--- config.mk ---
export PLATFORM = sky130hd
export DESIGN_NAME = clause_sweep_ctrl
export DESIGN_NICKNAME = d
export VERILOG_FILES = /design/src/rtl/sat_pkg.sv /design/src/rtl/row_counter.sv /design/src/rtl/clause_sweep_ctrl.sv
export SDC_FILE = /design/constraint.sdc
export NUM_CORES = 1
export LEC_CHECK = 0
export CAP_MARGIN = 5
export CORE_UTILIZATION = 30
export DETAILED_ROUTE_END_ITERATION = 16
export PLACE_DENSITY_LB_ADDON = 0.05
export SLEW_MARGIN = 20
export SYNTH_ARGS = -nofsm -noshare
export SYNTH_HDL_FRONTEND = slang
export SYNTH_SLANG_ARGS = --single-unit
--- constraint.sdc ---
create_clock -name clk -period 3.5 [get_ports clk]
set_input_delay 0.7 -clock clk [delete_from_list [all_inputs] [get_ports clk]]
set_output_delay 0.7 -clock clk [all_outputs]
set_load 0.02 [all_outputs]
--- src/rtl/sat_pkg.sv ---
// ---------------------------------------------------------------------------
// sat_pkg
// Shared definitions for the clause-evaluation datapath: clause memory
// geometry, variable/clause encoding widths, the sweep controller state
// type and a pointer-width helper.
// ---------------------------------------------------------------------------
package sat_pkg;

    // Clause memory geometry
    localparam int NUM_CLAUSES           = 64;
    localparam int NUM_CLAUSES_PER_CYCLE = 16;

    // Clause encoding
    localparam int VAR_ID_BITS           = 8;
    localparam int NUM_VARS_PER_CLAUSE   = 3;

    // Sweep controller states
    typedef enum logic [1:0] {
        ST_IDLE    = 2'd0,
        ST_READ    = 2'd1,
        ST_PRESENT = 2'd2,
        ST_DONE    = 2'd3
    } sweep_state_t;

    // Row pointer width; a single-row memory still needs a 1-bit address.
    function automatic int ptr_bits_for(input int rows);
        return (rows > 1) ? $clog2(rows) : 1;
    endfunction

endpackage

--- src/rtl/row_counter.sv ---
// ---------------------------------------------------------------------------
// row_counter
// Clause-memory row pointer with synchronous clear and saturating increment.
//
// Ports:
//   clk      in   clock
//   rst      in   synchronous active-high reset (count -> 0)
//   clr      in   load zero
//   inc      in   advance to the next row (ignored at the last row)
//   count    out  current row index
//   at_last  out  count == NUM_ROWS-1
// ---------------------------------------------------------------------------
module row_counter
    import sat_pkg::*;
#(
    parameter int NUM_ROWS = 4,
    parameter int PTR_BITS = ptr_bits_for(NUM_ROWS)
) (
    input  logic                clk,
    input  logic                rst,
    input  logic                clr,
    input  logic                inc,
    output logic [PTR_BITS-1:0] count,
    output logic                at_last
);

    localparam logic [PTR_BITS-1:0] LAST_ROW = PTR_BITS'(NUM_ROWS - 1);

    assign at_last = (count == LAST_ROW);

    // NOTE: sequential state uses non-blocking assignments so every register
    // samples pre-edge values, independent of block ordering.
    always_ff @(posedge clk) begin
        if (rst || clr) begin
            count <= '0;
        end else if (inc && !at_last) begin
            // Saturate rather than wrap: the pointer never leaves the memory.
            count <= count + PTR_BITS'(1);
        end
    end

endmodule

--- src/rtl/clause_sweep_ctrl.sv ---
// ---------------------------------------------------------------------------
// clause_sweep_ctrl
// Walks the clause memory one row at a time, presenting each row to the
// clause evaluator and collecting the verdicts into a sweep result.
// Each row costs one READ cycle (memory latency) plus at least one PRESENT
// cycle (handshake), so an unstalled sweep takes 2*NUM_ROWS cycles.
//
// Ports:
//   clk              in   clock
//   rst              in   synchronous active-high reset, overrides all inputs
//   start            in   begin a sweep (ignored while busy)
//   abort            in   cancel an active sweep (READ/PRESENT only)
//   row_addr         out  clause-memory row address
//   slice_valid      out  current row is presented to the evaluator
//   slice_ready      in   evaluator accepts the row
//   row_unsat        in   evaluator verdict, sampled on accept
//   busy             out  sweep in progress
//   done             out  one-cycle pulse on sweep completion
//   sweep_sat        out  last completed sweep saw no unsat row
//   first_unsat_row  out  lowest unsat row of last completed sweep (0 if none)
// ---------------------------------------------------------------------------
module clause_sweep_ctrl #(
    parameter int   NUM_CLAUSES           = sat_pkg::NUM_CLAUSES,
    parameter int   NUM_CLAUSES_PER_CYCLE = sat_pkg::NUM_CLAUSES_PER_CYCLE,
    parameter bit   EARLY_EXIT            = 1'b1,
    localparam int  NUM_ROWS              = NUM_CLAUSES / NUM_CLAUSES_PER_CYCLE,
    localparam int  PTR_BITS              = sat_pkg::ptr_bits_for(NUM_ROWS)
) (
    input  logic                clk,
    input  logic                rst,
    input  logic                start,
    input  logic                abort,
    output logic [PTR_BITS-1:0] row_addr,
    output logic                slice_valid,
    input  logic                slice_ready,
    input  logic                row_unsat,
    output logic                busy,
    output logic                done,
    output logic                sweep_sat,
    output logic [PTR_BITS-1:0] first_unsat_row
);

    import sat_pkg::*;

    sweep_state_t        state;
    logic                unsat_seen;   // an unsat row was accepted this sweep
    logic [PTR_BITS-1:0] first_idx;    // row of the first unsat accept

    logic last_row;
    logic accept;
    logic finish;
    logic cnt_clr;
    logic cnt_inc;

    // NOTE: every always_comb output gets a value on every path; a missing
    // assignment would infer a latch.
    always_comb begin
        // slice_valid is only high in PRESENT, so ready outside it is ignored.
        accept  = slice_valid && slice_ready && !abort;
        finish  = accept && (last_row || (EARLY_EXIT && row_unsat));
        cnt_clr = (state == ST_IDLE) && start;
        cnt_inc = accept && !finish;
    end

    row_counter #(
        .NUM_ROWS (NUM_ROWS),
        .PTR_BITS (PTR_BITS)
    ) u_row_counter (
        .clk     (clk),
        .rst     (rst),
        .clr     (cnt_clr),
        .inc     (cnt_inc),
        .count   (row_addr),
        .at_last (last_row)
    );

    always_ff @(posedge clk) begin
        if (rst) begin
            state           <= ST_IDLE;
            slice_valid     <= 1'b0;
            busy            <= 1'b0;
            done            <= 1'b0;
            sweep_sat       <= 1'b1;
            first_unsat_row <= '0;
            unsat_seen      <= 1'b0;
            first_idx       <= '0;
        end else begin
            done <= 1'b0;
            case (state)
                ST_IDLE: begin
                    if (start) begin
                        state      <= ST_READ;
                        busy       <= 1'b1;
                        unsat_seen <= 1'b0;
                        first_idx  <= '0;
                    end
                end

                ST_READ: begin
                    if (abort) begin
                        state <= ST_IDLE;
                        busy  <= 1'b0;
                    end else begin
                        // Memory data for row_addr is available from here on.
                        state       <= ST_PRESENT;
                        slice_valid <= 1'b1;
                    end
                end

                ST_PRESENT: begin
                    if (abort) begin
                        state       <= ST_IDLE;
                        slice_valid <= 1'b0;
                        busy        <= 1'b0;
                    end else if (accept) begin
                        slice_valid <= 1'b0;
                        if (row_unsat && !unsat_seen) begin
                            unsat_seen <= 1'b1;
                            first_idx  <= row_addr;
                        end
                        if (finish) begin
                            // Results are published together with the done
                            // pulse, so they fold in this final verdict.
                            state     <= ST_DONE;
                            done      <= 1'b1;
                            sweep_sat <= !(unsat_seen || row_unsat);
                            if (unsat_seen) begin
                                first_unsat_row <= first_idx;
                            end else if (row_unsat) begin
                                first_unsat_row <= row_addr;
                            end else begin
                                first_unsat_row <= '0;
                            end
                        end else begin
                            state <= ST_READ;
                        end
                    end
                end

                ST_DONE: begin
                    state <= ST_IDLE;
                    busy  <= 1'b0;
                end

                default: begin
                    state       <= ST_IDLE;
                    slice_valid <= 1'b0;
                    busy        <= 1'b0;
                end
            endcase
        end
    end

endmodule
==> metrics.cfg, run 1 <==
[status]
outcome = finished clean

[clocking]
cts_setup_buffers = 0
ctsResizeCount = 0
cts_root_buf = clkbuf_4
clockBufferDepth = 2
cts_max_level = 1
cts_sinks = 13
cts_tree = built
hold_buffers = 0
clk_latency_ps = 290
cts_buffers = 3
path_clk_slew_ps = 90

[detailed_routing]
vias = 663
detail-route-antenna-nets = 0
drt_iter0_drc = 26
wl_per_cell_um = 13.1
drc = 0
vias_per_cell = 5.43
first_pass_iters = 4
postRouteWirelength_mm = 1.60

[sta]
period_needed_ps = 2100
hold_viol = 0
worst_pin_slew_ps = 543
fin_ws_ps = 1400
period_share_pct = 60.1
finalClockSkew_ps = 7.55
relSlewSlack_pct = 63.7
maxSlewViolCount = 0
clock.fmax_mhz = 475
rsz0062_at_grt = no
tns_ps = 0
finalSetupViolations = 0

[layout]
fin_nets = 106
multiInputGateArea_sq_um = 449
final_layout_size_suffix_gt1_share_pct = 7.45
register_area_sq_um = 260
final.fill_count = 254
syn_to_final_growth_pct = 22.6
antenna_cells = 0
final_util_pct = 39.9

[placement]
hpwl_mm = 1.17
post-place-ws_ps = 1200
gp_congestion = 0.754
portBuffers = 13

[worst_setup_path]
start_kind = flop
reg2reg_from = state[0]
cp_num_buf_inv = 1
critPathKind = flop to output pin
critPathTopFamily = buffers and inverters
cp-end-kind = output pin
required_ps = 2800
crit_chain = clkdlybuf4s50_1
r2r_slack_ps = 1780
crit_fanout = 6
slowest_stage = clkdlybuf4s50_1
critical-path-max-stage-delay_ps = 650
setup.worst_path.start = slice_valid
crit_arrival_ps = 1400

[yosys]
async_flop_share_pct = 0
netlist_top_cells_area = dfxtp_1 35%, ha_1 8.4%, a21oi_1 7.4%
ys_types = 35
synth_top_cell_area_share_pct = 35.1
yosys-top-cells-count = 13 x dfxtp_1, 11 x a21oi_1, 5 x ha_1, 5 x nand2_1
yosys_most_used_dff = dfxtp_1
synthSimpleGateAreaFrac_pct = 28.0
mappedNetlistArea_sq_um = 741
yosysMostFrequentCell = dfxtp_1
syn-num-nets = 92
synth-xor-area-share_pct = 0
synth_cells = 81
seq_area_frac_synth_pct = 35.1
synth_edf_count = 0
synth_largest_area_cell = dfxtp_1
avgSynthCellArea_sq_um = 9.14
synth_top_family_by_area = simple AND/OR/NAND/NOR gates
synth_adder_area_share_pct = 8.45
synth_warnings = 0
synth_compound_gate_area_share_pct = 24.2
ys_ff_latch = 13
synthMuxAreaShare_pct = 0

[floorplanning]
coreArea_sq_um = 2280
dieArea_sq_um = 2670
rows = 17
fp.dieW_um = 51.7
initial_core_util_pct = 32.5
pin_count = 14
die_y_um = 51.7

[global_route]
grt_pass1_vias = 570
gr-total-overflow = 0
grt_pass1_wl_mm = 2.57
antenna_found_initial = 0
grt_max_degree = 14
grt_use_total_pct = 13.6

[run]
drv_cap = 0

[worst_hold_path]
hold_path.class = flop to flop
worstHoldStart = sweep_sat

[pwr]
ir_drop_mv = 0.330
p_leak_uw = 0.000344
power.density_nw_per_um2 = 348

==> flip-flops by register name (all words and copies together) (netlist names) <==
register	cells
state	2
busy	1
u_row_counter.count	2
sweep_sat	1
slice_valid	1
unsat_seen	1
first_idx	2
first_unsat_row	2
done	1
==> worst paths after layout <==
| kind | end | cells past startpoint |
|---|---|---|
| min | sweep_sat | 1 |
| max reg2reg | first_idx[1] | 5 |
| min reg2reg | sweep_sat | 1 |
| max | slice_valid | 1 |
==> per-stage QoR <==
stage	cells	hold slack, ps	area [sq um]	total power (uW)
floorplan	81	468	741	199
global placement	118	447	882	219
detailed placement	118	454	882	219
CTS	122	474	908	319
global route	122	508	908	331
finish	122	471	908	316
==> routing by layer <==
layer  share of wire, %  global-route usage [%]
met1                 46                    15.4
met2                 48                    23.2
met3                4.6                    4.39
met4                1.8                    5.86
met5                  0                       0
==> power by group <==
part | total [uW] | switching (uW) | leakage (uW) | internal [uW]
clock network | 101 | 57.0 | 0.0000150 | 44.3
registers | 157 | 4.32 | 0.000106 | 153
logic | 58.0 | 31.9 | 0.000224 | 26.1
==> kinds of logic (layout without fill, tap and decap cells) <==
group / after synthesis / in the layout
flops: 13 / 13
buf+inv: 6 / 19
compound gates: 26 / 26
fa+ha+maj: 5 / 5
simple gates: 31 / 31
==> layout by cell type (no fill, tap or decap), types with 2 or more instances in the layout <==
cell,Yosys,final
nand2b_1,2,2
nor2b_1,3,3
dfxtp_1,13,13
a21o_1,2,2
a2111oi_0,2,2
clkbuf_4,0,3
or4_1,3,3
nor2_1,3,3
ha_1,5,5
nor3_1,3,3
nand2_1,5,5
and3b_2,2,2
inv_1,2,2
clkdlybuf4s50_1,0,13
o311ai_0,2,2
o31ai_1,2,2
a21oi_1,11,11
==> area by class of cell <==
| cell class | count | share of cell area, % |
|---|---|---|
| clock buffer | 4 | 2.89 |
| inverter | 2 | 0.826 |
| multi-input combinational | 62 | 49.4 |
| sequential | 13 | 28.7 |
| tap | 28 | 3.86 |
| timing repair buffer | 13 | 14.3 |
Power figures use the tool's default switching activity.
==> inputs of run 2 (changes only) <==
Clock period 3.5 ns to 2 ns, I/O delays scaled along.
==> run 2 against run 1 <==
  * Non-clock buffer count grew 4
  * Critical path depth is the same
  * Highest routed layer unchanged
  * Flip-flop and latch count is the same
  * First-iteration DRC count shrank 88%
  * Critical path type unchanged
  * Worst setup slack lost 1200 ps
  * Largest cell class unchanged
  * Register-to-register slack lost 1500 ps
==> metrics.cfg, run 2 (same netlist as run 1, synthesis figures left out) <==
[detailed_routing]
vias = 649  ; -2.1%
detail-route-antenna-nets = 0  ; unchanged
postRouteWirelength_mm = 1.58  ; -0.81%
wl_per_cell_um = 12.6  ; -4.0%
first_pass_iters = 2  ; -2
drc = 0  ; unchanged
vias_per_cell = 5.15  ; -5.2%
drt_iter0_drc = 3  ; -88%

[worst_hold_path]
min_path_cells = 1  ; unchanged
worstHoldStart = sweep_sat
holdPathEnd = sweep_sat
hold_path.class = flop to flop

[layout]
antenna_cells = 0  ; unchanged
final_cell_mix = 13 x dfxtp_1, 13 x clkdlybuf4s50_1, 11 x a21oi_1
syn_to_final_growth_pct = 26.7
stdcell_count = 126  ; +3.3%
final.fill_count = 229  ; -9.8%
fin_nets = 110  ; +3.8%
final_layout_size_suffix_gt1_share_pct = 11.2  ; +3.8 points
final_util_pct = 41.2  ; +1.3 points

[worst_setup_path]
cp-end-kind = output pin
start_kind = flop
crit_arrival_ps = 1370  ; -30 ps
rr_endpoint = first_idx[1]
required_ps = 1600  ; -1200 ps
slowest_stage = clkdlybuf4s50_1
critPathKind = flop to output pin
crit_fanout = 6  ; unchanged
r2r_slack_ps = 300  ; -1480 ps
crit_chain = clkdlybuf4s50_1
ff2ff_path_depth = 5  ; unchanged
reg2reg_from = state[0]
cp_num_buf_inv = 1  ; unchanged
critPathTopFamily = buffers and inverters
critical-path-max-stage-delay_ps = 650  ; about the same

[global_route]
antenna_found_initial = 0  ; unchanged
grt_max_degree = 12  ; -2
grt_pass1_wl_mm = 2.53  ; -1.9%
gr-total-overflow = 0  ; unchanged
grt_use_total_pct = 13.2  ; -0.36 points
grt_pass1_vias = 590  ; +3.5%

[clocking]
cts_max_level = 1  ; unchanged
clockBufferDepth = 2  ; unchanged
clk_latency_ps = 270  ; -20 ps
cts_buffers = 3  ; unchanged
cts_sinks = 13  ; unchanged
cts_setup_buffers = 0  ; unchanged
cts_root_buf = clkbuf_4
hold_buffers = 0  ; unchanged
ctsResizeCount = 0  ; unchanged
path_clk_slew_ps = 80  ; about the same
cts_tree = built

[sta]
rsz0062_at_grt = no
clock.fmax_mhz = 564
worst_pin_slew_ps = 528  ; -15.4 ps
fin_ws_ps = 226  ; -1170 ps
hold_viol = 0  ; unchanged
period_needed_ps = 1770
period_share_pct = 88.7
finalClockSkew_ps = 0.714  ; -6.84 ps
maxSlewViolCount = 0  ; unchanged
finalSetupViolations = 0  ; unchanged
relSlewSlack_pct = 64.8  ; +1.0 points
tns_ps = 0  ; unchanged

[status]
outcome = finished clean

[placement]
gp_congestion = 0.795  ; +5.4%
post-place-ws_ps = 90.4  ; -1110 ps
portBuffers = 13  ; unchanged
placedCellCount = 122  ; +3.4%
hpwl_mm = 1.26  ; +7.2%

[pwr]
ir_drop_mv = 0.307  ; -7.1%
totalPowerFinal_uw = 541  ; +71%
power.density_nw_per_um2 = 577  ; +66%
p_leak_uw = 0.000364  ; +5.8%

[run]
drv_cap = 0  ; unchanged

[floorplanning]
coreArea_sq_um = 2280  ; unchanged
die_y_um = 51.7  ; unchanged
initial_core_util_pct = 32.5  ; unchanged
dieArea_sq_um = 2670  ; unchanged
rows = 17  ; unchanged
fp.dieW_um = 51.7  ; unchanged
pin_count = 14  ; unchanged

[run 2: cell types whose count changed in the layout (fill, tap and decap cells not counted), sizes merged]
cell  delta
buf      +4
[run 2: power by group]
part           internal [uW]  switching (uW)  total [uW]
logic                   49.4            56.5         106
registers                267            7.80         275
clock network           77.2            82.8         160
total                    394             147         541
[run 2: per-stage QoR]
| step | hold WS (ps) | instance area (sq um) |
|---|---|---|
| finish | 470 | 938 |
| global route | 501 | 938 |
| CTS | 474 | 938 |
| detailed placement | 454 | 912 |
| global placement | 447 | 912 |
| floorplan | 468 | 741 |
[run 2: layer usage]
layer  part of all wire [%]  track usage [%]
met2                     48             23.2
met1                     48             15.1
met4                   0.88             6.76
met3                    3.0             2.63
met5                      0                0
[run 2: worst max-delay path by stage]
stage	start	to	slack [ps]	depth (start not counted)
2_1_floorplan	u_row_counter.count[0]	u_row_counter.count[1]	390	5
3_3_place_gp	row_unsat	first_idx[0]	110	4
3_5_place_dp	row_unsat	first_idx[1]	90	4
4_1_cts	slice_valid	slice_valid	200	1
5_1_grt	slice_valid	slice_valid	160	1
6_report	slice_valid	slice_valid	230	1
[run 2: final cells by class]
type	instances	area [sq um]	area share [%]
sequential	13	260	27.7
timing repair buffer	17	160	17.1
inverter	2	7.51	0.800
multi-input combinational	62	449	47.9
tap	28	35.0	3.73
clock buffer	4	26.3	2.80
